## src/rtl/sdma_pkg.sv

```systemverilog
// -----------------------------------------------------------------------------
// sdma_pkg
// Shared definitions for the SDMA address generator:
//   - sdma_state_e : controller states
//   - WORD_BYTES   : bytes moved per data-path acknowledge
//   - BND_BASE     : smallest SDMA buffer boundary (4 KiB)
//   - BND_BITS     : address bits covered by the largest boundary (512 KiB)
//   - bnd_mask()   : low-address mask for the boundary selected by bnd_sel
// -----------------------------------------------------------------------------
package sdma_pkg;

  typedef enum logic [1:0] {
    IDLE     = 2'd0,
    RUN      = 2'd1,
    BND_WAIT = 2'd2,
    DONE     = 2'd3
  } sdma_state_e;

  localparam int WORD_BYTES = 4;
  localparam int BND_BASE   = 4096;
  localparam int BND_BITS   = 19;   // 4 KiB << 7 = 2^19

  // Mask of the address bits that must all be zero at a buffer boundary.
  function automatic logic [BND_BITS-1:0] bnd_mask(input logic [2:0] sel);
    logic [BND_BITS:0] span;
    span = (BND_BITS+1)'(BND_BASE) << sel;
    span = span - (BND_BITS+1)'(1);
    return span[BND_BITS-1:0];
  endfunction

endpackage

```

## src/rtl/sdma_blk_counter.sv

```systemverilog
// -----------------------------------------------------------------------------
// sdma_blk_counter
// Tracks the byte offset inside the current block and the number of blocks
// still to move. A block ends on the word whose end reaches or passes
// blk_size, so sizes that are not a multiple of 4 round up to a whole word.
//
// Ports:
//   clk, rst   clock, asynchronous active-low reset
//   load       restart counting: byte_cnt = 0, blk_left = blk_cnt
//   step       one word consumed
//   blk_size   bytes per block (0..2048)
//   blk_cnt    number of blocks in the transfer
//   blk_end    current word is the last word of its block (combinational)
//   last_word  current word is the last word of the last block (combinational)
// -----------------------------------------------------------------------------
module sdma_blk_counter
  import sdma_pkg::*;
#(
  parameter int BLK_W = 16
) (
  input  logic             clk,
  input  logic             rst,
  input  logic             load,
  input  logic             step,
  input  logic [11:0]      blk_size,
  input  logic [BLK_W-1:0] blk_cnt,
  output logic             blk_end,
  output logic             last_word
);

  logic [11:0]      byte_cnt;
  logic [BLK_W-1:0] blk_left;
  logic [12:0]      byte_nxt;

  // One extra bit so byte_cnt + 4 cannot wrap before the compare.
  assign byte_nxt  = {1'b0, byte_cnt} + 13'(WORD_BYTES);
  assign blk_end   = byte_nxt >= {1'b0, blk_size};
  assign last_word = blk_end && (blk_left == BLK_W'(1));

  // NOTE: sequential state uses non-blocking (<=) so every flop samples the
  // pre-edge value of its neighbours, independent of statement order.
  always_ff @(posedge clk or negedge rst) begin
    if (!rst) begin
      byte_cnt <= '0;
      blk_left <= '0;
    end else if (load) begin
      byte_cnt <= '0;
      blk_left <= blk_cnt;
    end else if (step) begin
      if (blk_end) begin
        byte_cnt <= '0;
        blk_left <= blk_left - BLK_W'(1);
      end else begin
        byte_cnt <= byte_nxt[11:0];
      end
    end
  end

endmodule

```

## src/rtl/sdma_addr_gen.sv

```systemverilog
// -----------------------------------------------------------------------------
// sdma_addr_gen
// SDMA address generator. Loads the system address on start, steps it one
// 32-bit word per word_ack, and pauses at each SDMA buffer boundary until the
// host rewrites the address register (sysadd_wr). busy feeds the register's
// busy_in so the address cannot be overwritten mid-run.
//
// Optional feature: define SDMA_ABORT_EN to add the `abort` input, which
// returns RUN or BND_WAIT to IDLE with no interrupt and no completion pulse.
//
// Ports:
//   clk, rst     clock, asynchronous active-low reset
//   sysadd       current system address register contents
//   sysadd_wr    host completed a write to the address register (pulse)
//   start        begin transfer (pulse, honoured in IDLE only)
//   bnd_sel      buffer boundary = 4 KiB << bnd_sel
//   blk_size     bytes per block
//   blk_cnt      number of blocks
//   word_ack     data path consumed the word at addr
//   abort        (SDMA_ABORT_EN only) cancel the transfer
//   addr         current word address, bits [1:0] always 0
//   addr_valid   addr usable by the data path (RUN)
//   busy         transfer running (RUN)
//   dma_int      first cycle of a boundary pause (pulse)
//   xfer_done    transfer complete (pulse, DONE state)
// All outputs are registered.
// -----------------------------------------------------------------------------
module sdma_addr_gen
  import sdma_pkg::*;
#(
  parameter int ADDR_W = 32,
  parameter int BLK_W  = 16
) (
  input  logic              clk,
  input  logic              rst,
  input  logic [ADDR_W-1:0] sysadd,
  input  logic              sysadd_wr,
  input  logic              start,
  input  logic [2:0]        bnd_sel,
  input  logic [11:0]       blk_size,
  input  logic [BLK_W-1:0]  blk_cnt,
  input  logic              word_ack,
`ifdef SDMA_ABORT_EN
  input  logic              abort,
`endif
  output logic [ADDR_W-1:0] addr,
  output logic              addr_valid,
  output logic              busy,
  output logic              dma_int,
  output logic              xfer_done
);

  sdma_state_e       state_q, state_d;
  logic              abort_w;
  logic [ADDR_W-1:0] addr_load, addr_inc, addr_d;
  logic [BND_BITS-1:0] bnd_m;
  logic              at_bnd, zero_len, finish;
  logic              load, step, blk_end, last_word;
  logic              valid_d, busy_d, dma_d, done_d;

`ifdef SDMA_ABORT_EN
  assign abort_w = abort;
`else
  assign abort_w = 1'b0;
`endif

  assign addr_load = {sysadd[ADDR_W-1:2], 2'b00};
  assign addr_inc  = addr + ADDR_W'(WORD_BYTES);   // wraps modulo 2^ADDR_W
  assign bnd_m     = bnd_mask(bnd_sel);
  assign at_bnd    = (addr_inc[BND_BITS-1:0] & bnd_m) == '0;
  assign zero_len  = (blk_cnt == '0) || (blk_size == '0);
  assign finish    = blk_end && last_word;

  assign load = (state_q == IDLE) && start;
  assign step = (state_q == RUN) && word_ack && !abort_w;

  sdma_blk_counter #(.BLK_W(BLK_W)) u_blk_counter (
    .clk       (clk),
    .rst       (rst),
    .load      (load),
    .step      (step),
    .blk_size  (blk_size),
    .blk_cnt   (blk_cnt),
    .blk_end   (blk_end),
    .last_word (last_word)
  );

  // State register.
  always_ff @(posedge clk or negedge rst) begin
    if (!rst) state_q <= IDLE;
    else      state_q <= state_d;
  end

  // Next-state logic. Completion is tested before the boundary so an ack that
  // both finishes the transfer and lands on a boundary goes straight to DONE.
  // NOTE: every combinational output gets a default first, so no path leaves
  // a signal unassigned and no latch is inferred.
  always_comb begin
    state_d = state_q;
    case (state_q)
      IDLE: begin
        if (start) state_d = zero_len ? DONE : RUN;
      end
      RUN: begin
        if (abort_w)       state_d = IDLE;
        else if (word_ack) begin
          if (finish)      state_d = DONE;
          else if (at_bnd) state_d = BND_WAIT;
        end
      end
      BND_WAIT: begin
        if (abort_w)        state_d = IDLE;
        else if (sysadd_wr) state_d = RUN;
      end
      DONE:    state_d = IDLE;
      default: state_d = IDLE;
    endcase
  end

  // Output logic: next values of the registered outputs, decoded from the
  // upcoming state so each output lines up with the state it describes.
  always_comb begin
    valid_d = (state_d == RUN);
    busy_d  = (state_d == RUN);
    dma_d   = (state_q == RUN) && (state_d == BND_WAIT);
    done_d  = (state_d == DONE);
    addr_d  = addr;
    if (load)
      addr_d = addr_load;
    else if (step)
      addr_d = addr_inc;
    else if ((state_q == BND_WAIT) && sysadd_wr && !abort_w)
      addr_d = addr_load;
  end

  // Output registers.
  always_ff @(posedge clk or negedge rst) begin
    if (!rst) begin
      addr       <= '0;
      addr_valid <= 1'b0;
      busy       <= 1'b0;
      dma_int    <= 1'b0;
      xfer_done  <= 1'b0;
    end else begin
      addr       <= addr_d;
      addr_valid <= valid_d;
      busy       <= busy_d;
      dma_int    <= dma_d;
      xfer_done  <= done_d;
    end
  end

endmodule
```

## config.mk

```make
export PLATFORM = sky130hd
export DESIGN_NAME = sdma_addr_gen
export DESIGN_NICKNAME = d
export VERILOG_FILES = /design/src/rtl/sdma_pkg.sv /design/src/rtl/sdma_blk_counter.sv /design/src/rtl/sdma_addr_gen.sv
export SDC_FILE = /design/constraint.sdc
export NUM_CORES = 1
export LEC_CHECK = 0
export ABC_CLOCK_PERIOD_IN_PS = 5500
export BUFFER_PORTS_ARGS = -buffer_cell sky130_fd_sc_hd__buf_2
export CAP_MARGIN = 10
export CORE_MARGIN = 4
export CORE_UTILIZATION = 55
export DETAILED_ROUTE_END_ITERATION = 6
export PLACE_DENSITY = 0.83
export SLEW_MARGIN = 0
export SYNTH_ARGS = -nofsm -noshare
export SYNTH_HDL_FRONTEND = slang
export SYNTH_SLANG_ARGS = --single-unit
```

## constraint.sdc

```tcl
create_clock -name clk -period 5.5 [get_ports clk]
set_input_delay 0.55 -clock clk [delete_from_list [all_inputs] [get_ports clk]]
set_output_delay 0.55 -clock clk [all_outputs]
set_load 0.01 [all_outputs]
```

==> reports/metrics.cfg <==
[die]
die_width_um=95.29
floorplan.rows=31
fp.dieH_um=95.29
core_area_um2=7331
dieArea_um2=9079
ios=104
start_util_pct=57.16

[pwr]
power.share.sequential_pct=44.8
intPower_uw=976.9
power_uw=1627
p_leak_uw=0.002164
swShare_pct=39.95
pwr_density_cell_nw_per_um2=333.6
pwr-share-clk_pct=21.6
p_switching_uw=649.8
ir_drop_mv=0.1769
p_comb_share_pct=33.7

[critical_path]
crit_required_ns=5.72
critPathSlowestCell=a2111o_1
critPathKind=register to register
setup.worst_path.start_class=register
cp_cell_sequence=and3_1, and3_1, and3_1, nand3_1, xnor2_1, ha_1, nand3_1, a2111o_1, a31oi_4, and3_1, a31oi_1, a221o_1
path_max_fanout=16
worstPathArrival_ns=3.90
crit_top_cell=and3_1
cp_slowest_stage_delay_ns=0.46
endpoint_kind=register

[final_layout]
drive_gt1_share_pct=22.89
stdcell_area_um2=4876
diodes=0
layout.area.seq_um2=1526
fillCellCount=615
layout.nets=682
fin_util_pct=66.51
multi_input_area_um2=2475
area_delta_synth_final_pct=16.36

[clocking]
cts_tree=done
post_cts_buffers=0
cts_buffer_depth=2
cts_resized=0
cts-root-buf=clkbuf_8
cts_made_buffers=9
clk_pin_slew_ns=0.07
insertion_delay_ns=0.34
cts-htree-levels=3
hold_buffers=0
clock_sinks=61

[detailed_routing]
drtIter0Drc=380
wl_um=11130
first_pass_iters=5
ant_nets=0
drcViolationCount=0
via_per_inst=5.993
vias=4207
wl_per_cell_um=15.85

[timing]
rsz0062_at_grt=no
fin_crit_ns=3.683
drv_slew=0
timing.final.crit_share_pct=66.97
fmax_mhz=271.5
tightest_slew_ns=0.9669
maxSlewHeadroom_pct=34.95
fin_hold_ws_ns=0.3782
setup_viol=0
skew_ns=0.006542
hold_viol_final=0
totalNegativeSetupSlack_ns=0

[flow_run]
drv_cap=0

[synth]
netlist_area_um2=4190
syn_area_per_cell_um2=8.152
synthArstFlopShare_pct=100.0
ys_seq_area_share_pct=36.43
synth_top_flop_cell=dfrtp_1
yosysWarningCount=0
synth.distinct_cells=58
synth_edf_count=0
syn_inst=514
ys_ff_latch=61

[place]
place_area_um2=4711
io_buffers=99
gp_congestion=0.8941
hpwl_um=8057

[global_route]
grt.total_usage_pct=25.00
gr-total-overflow=0
grt_first_pass_wirelength_um=17810
grt_pass1_vias=3931
antenna_found_initial=1
grt_max_degree=62

[hold_path]
hold_path_class=primary input to async pin

[run_status]
status=completed

## layout make-up
type / count / area share, %
clock buffer: 12 / 3.182
multi-input combinational: 408 / 50.76
inverter: 18 / 1.386
timing repair buffer: 102 / 10.62
tap: 99 / 2.540
clock inverter: 2 / 0.2053
sequential: 61 / 31.31
## logic make-up (layout without fill, tap and decap cells)
kind of cell | Yosys count | after routing | synth area share [%]
xor gates and xnor gates | 22 | 22 | 4.598
AOI/OAI and AO/OA | 149 | 149 | 21.71
adders and majority gates | 14 | 14 | 4.180
muxes | 3 | 3 | 0.7465
buffers and inverters | 46 | 134 | 4.598
DFF | 61 | 61 | 36.43
and+or+nand+nor | 218 | 218 | 27.65
other | 1 | 2 | 0.08949
## sequential cells by signal, summed over array words and instances (netlist names)
name	count
dma_int	1
xfer_done	1
u_blk_counter.byte_cnt	10
state_q	2
addr	30
busy	1
u_blk_counter.blk_left	16
## routing by layer
metal | track usage, % | share of wire [%] | vias up | wire (um)
li1 | - | - | 2032 | -
met1 | 33.00 | 42 | 1981 | 4700
met2 | 40.41 | 48 | 173 | 5351
met3 | 4.736 | 7.6 | 19 | 841
met4 | 9.976 | 1.9 | 2 | 214
met5 | 0 | 0.16 | - | 18
## worst max-delay path, delay by kind of cell (launching register included)
kind,cells,cell delay [ns]
simple gates,6,1.39
fa+ha+maj,1,0.30
flops,1,0.44
xor+xnor,1,0.17
compound gates,4,1.27
## through the flow
stage | std cells | setup slack (ns)
after detailed placement | 688 | 1.910
final | 702 | 1.817
after CTS | 702 | 1.844
after floorplan | 515 | 2.483
after global placement | 688 | 2.004
after global routing | 702 | 1.568
## cell usage in the layout, fill, tap and decap left out, types with 7 or more instances in the layout
| cell type | n |
|---|---|
| a21oi_1 | 48 |
| and3_1 | 11 |
| buf_2 | 99 |
| clkbuf_8 | 11 |
| dfrtp_1 | 61 |
| ha_1 | 14 |
| inv_1 | 18 |
| nand2_1 | 67 |
| nand3_1 | 29 |
| nand4_1 | 17 |
| nor2_1 | 45 |
| nor3_1 | 7 |
| nor4_1 | 11 |
| o21ai_0 | 52 |
| o22ai_1 | 8 |
| xnor2_1 | 12 |
| xor2_1 | 10 |
## worst paths after layout
check | startpoint | end | slack [ns] | cells past startpoint
worst max-delay path | u_blk_counter.byte_cnt[4]$_DFFE_PN0P_ | u_blk_counter.blk_left[14]$_DFFE_PN0P_ | 1.82 | 12
worst min-delay path | rst | u_blk_counter.byte_cnt[6]$_DFFE_PN0P_ | 0.38 | 2
worst max register to register | u_blk_counter.byte_cnt[4]$_DFFE_PN0P_ | u_blk_counter.blk_left[14]$_DFFE_PN0P_ | 1.82 | 12
worst min register to register | addr[2]$_DFFE_PN0P_ | addr[2]$_DFFE_PN0P_ | 0.55 | 1
max in group asynchronous | rst | addr[22]$_DFFE_PN0P_ | 4.60 | 2
min in group clk | sysadd[22] | addr[22]$_DFFE_PN0P_ | 0.42 | 2
## power groups by stage
stage,clock network (uW),registers [uW],logic [uW]
floorplan,0,714,365
global placement,0,721,525
detailed placement,0,728,546
CTS,358,723,549
global route,379,747,618
finish,351,728,547
## cell usage after synthesis (12+ instances only)
library cell,count,area [um^2]
inv_1,18,67.56
nor2_1,45,168.9
dfrtp_1,61,1526
xnor2_1,12,105.1
clkbuf_1,19,71.32
a21oi_1,48,240.2
nand4_1,17,106.4
o21ai_0,52,260.3
nand3_1,29,145.1
nand2_1,67,251.5
ha_1,14,175.2
No activity file was read; power rests on OpenSTA's default activity.
